### config.mk
export PLATFORM = sky130hd
export DESIGN_NAME = vdic_dut_2022_core
export DESIGN_NICKNAME = d
export VERILOG_FILES = /design/src/rtl/vdic_dut_2022_pkg.sv /design/src/rtl/vdic_serial_frame_rx.sv /design/src/rtl/vdic_dut_2022_core.sv
export SDC_FILE = /design/constraint.sdc
export NUM_CORES = 1
export LEC_CHECK = 0
export ABC_CLOCK_PERIOD_IN_PS = 3210
export BUFFER_PORTS_ARGS = -buffer_cell sky130_fd_sc_hd__buf_2
export CORE_MARGIN = 10
export CORE_UTILIZATION = 40
export DETAILED_ROUTE_END_ITERATION = 8
export PLACE_DENSITY = 0.59
export SLEW_MARGIN = 20
export SYNTH_ARGS = -nofsm -noshare
export SYNTH_HDL_FRONTEND = slang
export SYNTH_SLANG_ARGS = --single-unit
### constraint.sdc
create_clock -name clk -period 3.21 [get_ports clk]
set_input_delay 0.321 -clock clk [delete_from_list [all_inputs] [get_ports clk]]
set_output_delay 0.321 -clock clk [all_outputs]
set_load 0.01 [all_outputs]
### src/rtl/vdic_dut_2022_pkg.sv
// Shared types and constants for the vdic_dut_2022 bit-serial ALU.
package vdic_dut_2022_pkg;

  localparam int unsigned FRAME_LEN = 11;
  localparam int unsigned MIN_OPS   = 2;
  localparam int unsigned MAX_OPS   = 9;

  typedef enum logic [7:0] {
    CMD_AND = 8'h00,
    CMD_OR  = 8'h01,
    CMD_XOR = 8'h02,
    CMD_ADD = 8'h03
  } cmd_e;

  localparam int unsigned ST_ERR_DATA_COUNT = 0;
  localparam int unsigned ST_ERR_CMD        = 1;
  localparam int unsigned ST_ERR_PARITY     = 2;

  typedef enum logic [1:0] {
    ST_IDLE,
    ST_RX_FRAME,
    ST_CALC,
    ST_TX
  } state_e;

  // start, flag, D7..D0, even parity over flag+data
  function automatic logic [FRAME_LEN-1:0] make_frame(input logic flag, input logic [7:0] b);
    return {1'b0, flag, b, ^{flag, b}};
  endfunction

endpackage

### src/rtl/vdic_serial_frame_rx.sv
// Serial frame deserializer; parity checked only when VDIC_DUT_PARITY_CHECK_EN is defined.
module vdic_serial_frame_rx (
  input  logic       clk,
  input  logic       rst_n,
  input  logic       enable_n,
  input  logic       din,
  input  logic       busy,
  output logic       start,
  output logic       frame_done,
  output logic       abort,
  output logic       flag,
  output logic [7:0] data,
  output logic       parity_ok
);
  import vdic_dut_2022_pkg::*;

  localparam logic [3:0] LAST_BIT = 4'(FRAME_LEN - 1);

  logic       active_q, active_d;
  logic [3:0] bit_cnt_q, bit_cnt_d;
  logic       flag_q, flag_d;
  logic [7:0] data_q, data_d;

  // frame_done fires while the parity bit is on din, so the packet FSM
  // consumes the frame on the same edge that samples its parity bit
  always_comb begin
    active_d   = active_q;
    bit_cnt_d  = bit_cnt_q;
    flag_d     = flag_q;
    data_d     = data_q;
    start      = !active_q && !busy && !enable_n && !din;
    abort      = active_q && enable_n;
    frame_done = active_q && !enable_n && (bit_cnt_q == LAST_BIT);
    if (start) begin
      active_d  = 1'b1;
      bit_cnt_d = 4'd1;
    end else if (abort) begin
      active_d = 1'b0;
    end else if (active_q) begin
      if (bit_cnt_q == 4'd1) flag_d = din;
      else if (!frame_done)  data_d = {data_q[6:0], din};
      if (frame_done) active_d  = 1'b0;
      else            bit_cnt_d = bit_cnt_q + 4'd1;
    end
  end

  always_ff @(posedge clk or negedge rst_n) begin
    if (!rst_n) begin
      active_q  <= 1'b0;
      bit_cnt_q <= '0;
      flag_q    <= 1'b0;
      data_q    <= '0;
    end else begin
      active_q  <= active_d;
      bit_cnt_q <= bit_cnt_d;
      flag_q    <= flag_d;
      data_q    <= data_d;
    end
  end

  assign flag = flag_q;
  assign data = data_q;
`ifdef VDIC_DUT_PARITY_CHECK_EN
  assign parity_ok = ~^{flag_q, data_q, din};
`else
  assign parity_ok = 1'b1;
`endif

endmodule

### src/rtl/vdic_dut_2022_core.sv
// Bit-serial ALU top: packet FSM, operand accumulators and response transmitter.
// Input parity checking is enabled by defining VDIC_DUT_PARITY_CHECK_EN.
module vdic_dut_2022_core (
  input  logic clk,
  input  logic rst_n,
  input  logic enable_n,
  input  logic din,
  output logic dout,
  output logic dout_valid
);
  import vdic_dut_2022_pkg::*;

  localparam logic [3:0] MIN_N = 4'(MIN_OPS);
  localparam logic [3:0] MAX_N = 4'(MAX_OPS);
  localparam int unsigned TX_W = 3 * FRAME_LEN;

  state_e            state_q, state_d;
  logic [3:0]        op_cnt_q, op_cnt_d;
  logic [7:0]        and_q, and_d, or_q, or_d, xor_q, xor_d;
  logic [15:0]       sum_q, sum_d;
  logic              par_err_q, par_err_d;
  logic [7:0]        cmd_q, cmd_d;
  logic [TX_W-1:0]   tx_sh_q, tx_sh_d;
  logic [5:0]        tx_left_q, tx_left_d;
  logic              dout_q, dout_d, dout_valid_q, dout_valid_d;
  logic [7:0]        status;
  logic [15:0]       result;

  logic       rx_start, rx_done, rx_abort, rx_flag, rx_parity_ok;
  logic [7:0] rx_data;

  vdic_serial_frame_rx u_rx (
    .clk        (clk),
    .rst_n      (rst_n),
    .enable_n   (enable_n),
    .din        (din),
    .busy       ((state_q == ST_CALC) || (state_q == ST_TX)),
    .start      (rx_start),
    .frame_done (rx_done),
    .abort      (rx_abort),
    .flag       (rx_flag),
    .data       (rx_data),
    .parity_ok  (rx_parity_ok)
  );

  always_comb begin
    state_d      = state_q;
    op_cnt_d     = op_cnt_q;
    and_d        = and_q;
    or_d         = or_q;
    xor_d        = xor_q;
    sum_d        = sum_q;
    par_err_d    = par_err_q;
    cmd_d        = cmd_q;
    tx_sh_d      = tx_sh_q;
    tx_left_d    = tx_left_q;
    dout_d       = dout_q;
    dout_valid_d = dout_valid_q;

    status = '0;
    result = '0;
    status[ST_ERR_DATA_COUNT] = (op_cnt_q < MIN_N) || (op_cnt_q > MAX_N);
    status[ST_ERR_PARITY]     = par_err_q;
    case (cmd_q)
      CMD_AND: result = {8'h00, and_q};
      CMD_OR:  result = {8'h00, or_q};
      CMD_XOR: result = {8'h00, xor_q};
      CMD_ADD: result = sum_q;
      default: status[ST_ERR_CMD] = 1'b1;
    endcase

    case (state_q)
      ST_IDLE: if (rx_start) state_d = ST_RX_FRAME;
      ST_RX_FRAME: begin
        if (rx_abort) begin
          state_d   = ST_IDLE;
          op_cnt_d  = '0;
          and_d     = '1;
          or_d      = '0;
          xor_d     = '0;
          sum_d     = '0;
          par_err_d = 1'b0;
        end else if (rx_done) begin
          if (!rx_parity_ok) par_err_d = 1'b1;
          if (rx_flag) begin
            cmd_d   = rx_data;
            state_d = ST_CALC;
          end else begin
            state_d = ST_IDLE;
            // count saturates so oversized packets still flag ERR_DATA_COUNT
            if (op_cnt_q != 4'hF) op_cnt_d = op_cnt_q + 4'd1;
            if (op_cnt_q < MAX_N) begin
              and_d = and_q & rx_data;
              or_d  = or_q | rx_data;
              xor_d = xor_q ^ rx_data;
              sum_d = sum_q + 16'(rx_data);
            end
          end
        end
      end
      ST_CALC: begin
        if (status == 8'h00) begin
          tx_sh_d   = {make_frame(1'b1, status), make_frame(1'b0, result[15:8]),
                       make_frame(1'b0, result[7:0])};
          tx_left_d = 6'(TX_W);
        end else begin
          tx_sh_d   = {make_frame(1'b1, status), 22'b0};
          tx_left_d = 6'(FRAME_LEN);
        end
        op_cnt_d  = '0;
        and_d     = '1;
        or_d      = '0;
        xor_d     = '0;
        sum_d     = '0;
        par_err_d = 1'b0;
        state_d   = ST_TX;
      end
      ST_TX: begin
        if (tx_left_q != 6'd0) begin
          dout_d       = tx_sh_q[TX_W-1];
          dout_valid_d = 1'b1;
          tx_sh_d      = {tx_sh_q[TX_W-2:0], 1'b0};
          tx_left_d    = tx_left_q - 6'd1;
        end else begin
          dout_d       = 1'b0;
          dout_valid_d = 1'b0;
          state_d      = ST_IDLE;
        end
      end
      default: state_d = ST_IDLE;
    endcase
  end

  always_ff @(posedge clk or negedge rst_n) begin
    if (!rst_n) begin
      state_q      <= ST_IDLE;
      op_cnt_q     <= '0;
      and_q        <= '1;
      or_q         <= '0;
      xor_q        <= '0;
      sum_q        <= '0;
      par_err_q    <= 1'b0;
      cmd_q        <= '0;
      tx_sh_q      <= '0;
      tx_left_q    <= '0;
      dout_q       <= 1'b0;
      dout_valid_q <= 1'b0;
    end else begin
      state_q      <= state_d;
      op_cnt_q     <= op_cnt_d;
      and_q        <= and_d;
      or_q         <= or_d;
      xor_q        <= xor_d;
      sum_q        <= sum_d;
      par_err_q    <= par_err_d;
      cmd_q        <= cmd_d;
      tx_sh_q      <= tx_sh_d;
      tx_left_q    <= tx_left_d;
      dout_q       <= dout_d;
      dout_valid_q <= dout_valid_d;
    end
  end

  assign dout       = dout_q;
  assign dout_valid = dout_valid_q;

endmodule

==> results of run 1 <==
layout make-up:
| type | count | area [um2] |
|---|---|---|
| Multi-Input combinational cell | 421 | 2750 |
| Clock buffer | 12 | 256 |
| Sequential cell | 109 | 2740 |
| Fill cell | 1311 | 7730 |
| Inverter | 19 | 71.3 |
| Timing Repair Buffer | 15 | 115 |
| Clock inverter | 4 | 55.1 |
| Tap cell | 180 | 225 |
cells by family after synthesis:
logic type	after synthesis	synth area share (%)
muxes	28	7.04
xor gates and xnor gates	24	3.69
and+or+nand+nor	212	17.5
adders and majority gates	22	4.97
DFF	109	48.1
AOI/OAI and AO/OA	135	15.1
buffers and inverters	49	3.61
layer usage:
metal,vias up,part of all wire [%],GRT usage (%)
met4,0,1.3,4.78
met1,2073,48,17.2
met5,-,0,0
li1,2020,-,-
met2,54,47,20.7
met3,12,3.4,3.13
state kept, by name, summed over array words and instances (netlist names), named ones only:
signal / flops
tx_sh_q: 33
sum_q: 16
and_q: 8
cmd_q: 8
or_q: 8
u_rx.data: 8
xor_q: 8
tx_left_q: 6
op_cnt_q: 4
u_rx.bit_cnt_q: 4
dout: 1
dout_valid: 1
state_q: 1
u_rx.active_q: 1
u_rx.flag: 1
cells in the final DEF (no fill, tap or decap), drive strengths merged, types with 2 or more instances in the layout:
cell,n
a31oi,3
a21oi,30
nand3,22
nor3b,9
o21bai,2
nand4,4
mux2i,4
and3,2
a221o,3
o211ai,4
nand2,96
a21o,4
ha,21
o41ai,2
clkbuf,12
inv,20
buf,15
mux2,16
dfrtp,101
xor2,7
or4,3
or3,4
o31ai,8
nor2,49
nor2b,2
xnor2,17
mux4,8
a221oi,8
nand2b,4
o21ai,57
nor3,10
dfstp,8
o21a,2
metrics by stage:
step	setup WS, ps	cell area, um2	util (%)
6_report	587	6210	44.5
5_1_grt	386	6210	44.5
4_1_cts	580	6210	44.5
3_5_place_dp	607	5900	42.3
3_3_place_gp	692	5900	42.3
2_1_floorplan	805	5690	-
worst max path at each step:
stage,to,cells past startpoint
floorplan,sum_q[12]$_DFFE_PN0P_,10
global placement,sum_q[12]$_DFFE_PN0P_,10
detailed placement,sum_q[12]$_DFFE_PN0P_,10
CTS,sum_q[12]$_DFFE_PN0P_,10
global route,sum_q[12]$_DFFE_PN0P_,10
finish,sum_q[1]$_DFFE_PN0P_,9
power groups by stage:
stage | registers, mW | clock network [mW] | logic [mW]
floorplan | 2.07 | 0 | 1.61
global placement | 2.16 | 0 | 1.99
detailed placement | 2.17 | 0 | 2.04
CTS | 2.15 | 1.20 | 2.05
global route | 2.22 | 1.26 | 2.32
finish | 2.15 | 1.16 | 2.03
worst max-delay path: cells and delay by family, from the launching register on:
| kind | cells | cell delay (ps) |
|---|---|---|
| compound gates | 4 | 1110 |
| buf+inv | 2 | 460 |
| flops | 1 | 410 |
| simple gates | 2 | 260 |
| fa+ha+maj | 1 | 250 |
==> flow_summary.yaml, run 1 <==
run:
  timing.max_cap.violations: 0
detailed_routing:
  drc: 0
  routed_via_density: 5.47
  avgRoutedWirePerCell_um: 16.3
  route.antenna.remaining_nets: 0
  finalWirelength_mm: 12.4
  first_iter_violations: 238
  drt-pass1-iter-count: 6
  routed-via-count: 4159
yosys:
  most_used_standard_cell_by_instance_count_after_synthesis: "sky130_fd_sc_hd__dfrtp_1"
  synth-async-reset-ratio_pct: 100
  synthesis.yosys.warnings: 0
  yosysSeqAreaShare_pct: 48.1
  postSynthAreaPerCell_um2: 9.83
  main_synth_ff_type: "sky130_fd_sc_hd__dfrtp_1"
  yosys-top-cells-area: "sky130_fd_sc_hd__dfrtp_1, sky130_fd_sc_hd__nand2_1, sky130_fd_sc_hd__ha_1, sky130_fd_sc_hd__o21ai_0, sky130_fd_sc_hd__dfstp_2"
  synth_edf_count: 0
  syn-num-nets: 605
  netlist_top_cells_count: "sky130_fd_sc_hd__dfrtp_1, sky130_fd_sc_hd__nand2_1, sky130_fd_sc_hd__o21ai_0"
  synth_cell_types: 67
  synth.ff_latch_count: 109
  synth.cell_area_um2: 5690
  netlist_instances: 579
  synth_largest_type_area_fraction_pct: 44.4
  synth_top_cell_by_area: "sky130_fd_sc_hd__dfrtp_1"
clock_tree:
  clock_sink_count: 109
  ctsHtreeMaxLevel: 3
  post-cts-setup-buffer-count: 0
  gates_resized_cts_repair: 0
  total_cts_buffers: 9
  cts_tree: "done"
  clock_path_buffers: 2
  clk_pin_slew_worst_paths_ps: 80
  cts_hold_repair.buffers: 0
  clock-root-buffer: "sky130_fd_sc_hd__clkbuf_16"
  clock_latency_ps: 360
finish:
  finish.net_count: 601
  antenna_cells: 0
  areaGrowthSynthToFinish_pct: 9.10
  final_instance_count_excl_fillers: 760
  drive_above_1_share_pct: 14.0
setup_path:
  critical_path.max_stage_delay_ps: 780
  worstReg2RegEnd: "sum_q[1]$_DFFE_PN0P_"
  worst-r2r-setup-slack_ps: 590
  worst_setup_path_end_kind: "flip-flop"
  path_max_fanout: 22
  worst_setup_path_start_kind: "flip-flop"
  cpMaxStageDelayCell: "sky130_fd_sc_hd__a21boi_2"
  worstSetupStartpoint: "u_rx.bit_cnt_q[0]$_DFFE_PN0P_"
  timing.critical_path.cells: "inv_1 > ha_1 > nand3b_4 > a211oi_2 > o211ai_1 > a21boi_2 > buf_4 > or3_1 > o21ai_0"
  timing.setup.critical_path_class: "flip-flop to flip-flop"
  worst_r2r_startpoint: "u_rx.bit_cnt_q[0]$_DFFE_PN0P_"
  crit_arrival_ps: 2860
  r2r.worst_path.cells: 9
  worst-endpoint-required_ps: 3450
die:
  die_width_um: 139
  fp.dieArea_um2: 19400
  core_um2: 13900
  boundary_pin_count: 6
  initial_utilization_pct: 40.8
  chipHeight_um: 139
  row_count: 43
pwr:
  switching_share_pct: 38.2
  power.share.sequential_pct: 40.2
  share_clk_of_total_power_pct: 21.7
  p_total_mw: 5.35
  standby_leakage_power_nw: 2.81
  intPower_mw: 3.31
  power_switching_mw: 2.04
  ir_worst_vdd_v: 0.000437
  p_per_area_nw_per_um2: 862
  pwr-share-comb_pct: 38.0
global_routing:
  grt_first_pass_wirelength_mm: 21.2
  global_route.usage.total_pct: 13.2
  pin_count_of_the_biggest_net_entering_global_routing: 61
  antenna_found_initial: 0
  grt_remaining_overflow: 0
  vias_in_the_first_global_route: 4085
timing:
  time_the_worst_path_needs_with_i_o_delays_and_setup_ps: 2620
  final.hold.worst_slack_ps: -22.8
  finClkSkew_ps: 12.7
  worstMarginPinSlew_ps: 972
  slew_limit_headroom_pct: 34.9
  fin_crit_sh_pct: 81.7
  maxSlewViolCount: 0
  setup-violations-final: 0
  fmaxAchievable_mhz: 381
  final-hold-violation-count: 16
  fin_setup_tns_ps: 0
  rsz0062_at_grt: "no"
placed_design:
  gpl.final_weighted_congestion: 0.827
  place.detailed.hpwl_mm: 8.38
  placed_cells_incl_taps: 744
  port-buffer-count: 5
worst_hold_path:
  holdCritPathClass: "primary input to asynchronous set/reset pin"
outcome:
  violated_checks: "hold timing"
  run_status: "finished, violations left"
Note: power is estimated with default switching activity, not from simulation.
==> run 2: changes to the inputs <==
--- a/config.mk
+++ b/config.mk
@@ -5,7 +5,7 @@
 export SDC_FILE = /design/constraint.sdc
 export NUM_CORES = 1
 export LEC_CHECK = 0
-export ABC_CLOCK_PERIOD_IN_PS = 3210
+export ABC_CLOCK_PERIOD_IN_PS = 2700
 export BUFFER_PORTS_ARGS = -buffer_cell sky130_fd_sc_hd__buf_2
 export CORE_MARGIN = 10
 export CORE_UTILIZATION = 40
==> constraint.sdc (replaced) <==
create_clock -name clk -period 2.7 [get_ports clk]
set_input_delay 0.27 -clock clk [delete_from_list [all_inputs] [get_ports clk]]
set_output_delay 0.27 -clock clk [all_outputs]
set_load 0.01 [all_outputs]
==> run 2 against run 1 <==
  * The flow still finishes with violations (hold timing)
  * Register-to-register slack lost 400 ps
  * Total power grew 19%
  * Non-clock buffer count grew 9
  * Combinational power grew 23%
==> flow_summary.yaml, run 2 (synthesis gave the netlist of run 1 again) <==
outcome:
  run_status: "finished, violations left"
  violated_checks: "hold timing"
detailed_routing:
  finalWirelength_mm: 12.5
  routed-via-count: 4217
  avgRoutedWirePerCell_um: 16.2
  route.antenna.remaining_nets: 0
  drc: 0
  first_iter_violations: 301
  routed_via_density: 5.48
  drt-pass1-iter-count: 5
clock_tree:
  clock-root-buffer: "sky130_fd_sc_hd__clkbuf_16"
  total_cts_buffers: 9
  clock_sink_count: 109
  cts_tree: "done"
  cts_hold_repair.buffers: 0
  clk_pin_slew_worst_paths_ps: 70
  clock_path_buffers: 2
  clock_latency_ps: 360
  ctsHtreeMaxLevel: 3
setup_path:
  r2r.worst_path.cells: 10
  critical_path.max_stage_delay_ps: 480
  crit_arrival_ps: 2800
  worst_r2r_startpoint: "sum_q[0]$_DFFE_PN0P_"
  worst-endpoint-required_ps: 2990
  cpMostUsedCell: "sky130_fd_sc_hd__o21ai_2"
  worstReg2RegEnd: "sum_q[12]$_DFFE_PN0P_"
  timing.critical_path.cells: "ha_1 > inv_1 > fa_1 > nor2b_4 > o21ai_2 > a21oi_2 > o21ai_2 > a211o_1 > or4_1 > nand3_1"
  worst_setup_path_end_kind: "flip-flop"
  timing.setup.critical_path_class: "flip-flop to flip-flop"
  worst-r2r-setup-slack_ps: 190
  worst_setup_path_start_kind: "flip-flop"
  path_max_fanout: 7
  worstSetupStartpoint: "sum_q[0]$_DFFE_PN0P_"
  cpMaxStageDelayCell: "sky130_fd_sc_hd__or4_1"
global_routing:
  pin_count_of_the_biggest_net_entering_global_routing: 110
  vias_in_the_first_global_route: 4099
  grt_remaining_overflow: 0
  global_route.usage.total_pct: 13.1
  antenna_found_initial: 0
  grt_first_pass_wirelength_mm: 21.1
die:
  core_um2: 13900
  fp.dieArea_um2: 19400
  chipHeight_um: 139
  boundary_pin_count: 6
  die_width_um: 139
  initial_utilization_pct: 40.8
  row_count: 43
timing:
  fin_crit_sh_pct: 93.0
  finClkSkew_ps: 7.17
  final-hold-violation-count: 13
  worstMarginPinSlew_ps: 801
  fmaxAchievable_mhz: 398
  setup-violations-final: 0
  slew_limit_headroom_pct: 46.2
  layout_setup_ws_ps: 190
  maxSlewViolCount: 0
  time_the_worst_path_needs_with_i_o_delays_and_setup_ps: 2510
  rsz0062_at_grt: "no"
  fin_setup_tns_ps: 0
  final.hold.worst_slack_ps: -15.6
placed_design:
  place.detailed.hpwl_mm: 8.47
  port-buffer-count: 5
  preCtsSetupSlack_ps: 153
  placed_area_um2: 5960
  gpl.final_weighted_congestion: 0.802
pwr:
  p_per_area_nw_per_um2: 1010
  standby_leakage_power_nw: 2.85
  p_total_mw: 6.34
  ir_worst_vdd_v: 0.000602
finish:
  final_cell_area_um2: 6260
  fill_cells: 1335
  largest_reg_flops: 33
  layout.cells.most_common: "sky130_fd_sc_hd__dfrtp_1"
  finish.net_count: 610
  layout.cells.most_common_list: "sky130_fd_sc_hd__dfrtp_1, sky130_fd_sc_hd__nand2_1, sky130_fd_sc_hd__o21ai_0"
  antenna_cells: 0
  biggestRegsByFlops: "tx_sh_q: 33 flops, sum_q: 16 flops"
  registers.top_by_ff_count: "tx_sh_q"
  areaGrowthSynthToFinish_pct: 9.98
  drive_above_1_share_pct: 15.6
worst_hold_path:
  holdCritPathClass: "primary input to asynchronous set/reset pin"
run:
  timing.max_cap.violations: 0
==> run 2: what timing repair did <==
action / in CTS / in global routing
gates resized for setup: 0 / 2
setup endpoints to repair: 0 / 10
setup buffers: 0 / 0
==> run 2: per-stage QoR <==
stage,util (%),instances
floorplan,-,579
global placement,42.8,753
detailed placement,42.8,753
CTS,44.8,769
global route,44.9,769
finish,44.9,769
==> run 2: power breakdown <==
group | internal (mW) | switching [mW] | leakage, nW
clock | 0.656 | 0.630 | 0.135
combinational | 1.05 | 1.45 | 1.30
sequential | 2.15 | 0.404 | 1.41
==> run 2: worst max-delay path by stage <==
stage / endpoint / slack [ps] / cells past startpoint
after global routing: sum_q[12]$_DFFE_PN0P_ / 30 / 10
after detailed placement: sum_q[12]$_DFFE_PN0P_ / 150 / 9
after floorplan: sum_q[12]$_DFFE_PN0P_ / 300 / 10
after global placement: sum_q[12]$_DFFE_PN0P_ / 200 / 9
final: sum_q[12]$_DFFE_PN0P_ / 190 / 10
after CTS: sum_q[12]$_DFFE_PN0P_ / 130 / 9
==> run 2: area by class of cell <==
type / instances / area [um2] / share of cell area, %
sequential: 109 / 2740 / 43.8
inverter: 19 / 71.3 / 1.14
clock inverter: 6 / 46.3 / 0.740
clock buffer: 10 / 239 / 3.82
timing repair buffer: 24 / 183 / 2.92
multi-input combinational: 421 / 2750 / 44.0
tap: 180 / 225 / 3.60
==> run 2: critical path: cells and delay by family, from the launching register on <==
kind	cells	cell delay (ps)
and+or+nand+nor	3	720
AOI/OAI and AO/OA	4	680
DFF	1	380
adders and majority gates	2	610
buffers and inverters	1	60
==> run 2: per-layer routing <==
| layer | GRT usage, % | up-vias | share of wire (%) |
|---|---|---|---|
| met5 | 0 | - | 0 |
| met4 | 4.34 | 0 | 1.6 |
| met3 | 3.91 | 11 | 3.7 |
| met2 | 20.2 | 58 | 47 |
| met1 | 17.1 | 2105 | 48 |
| li1 | - | 2043 | - |
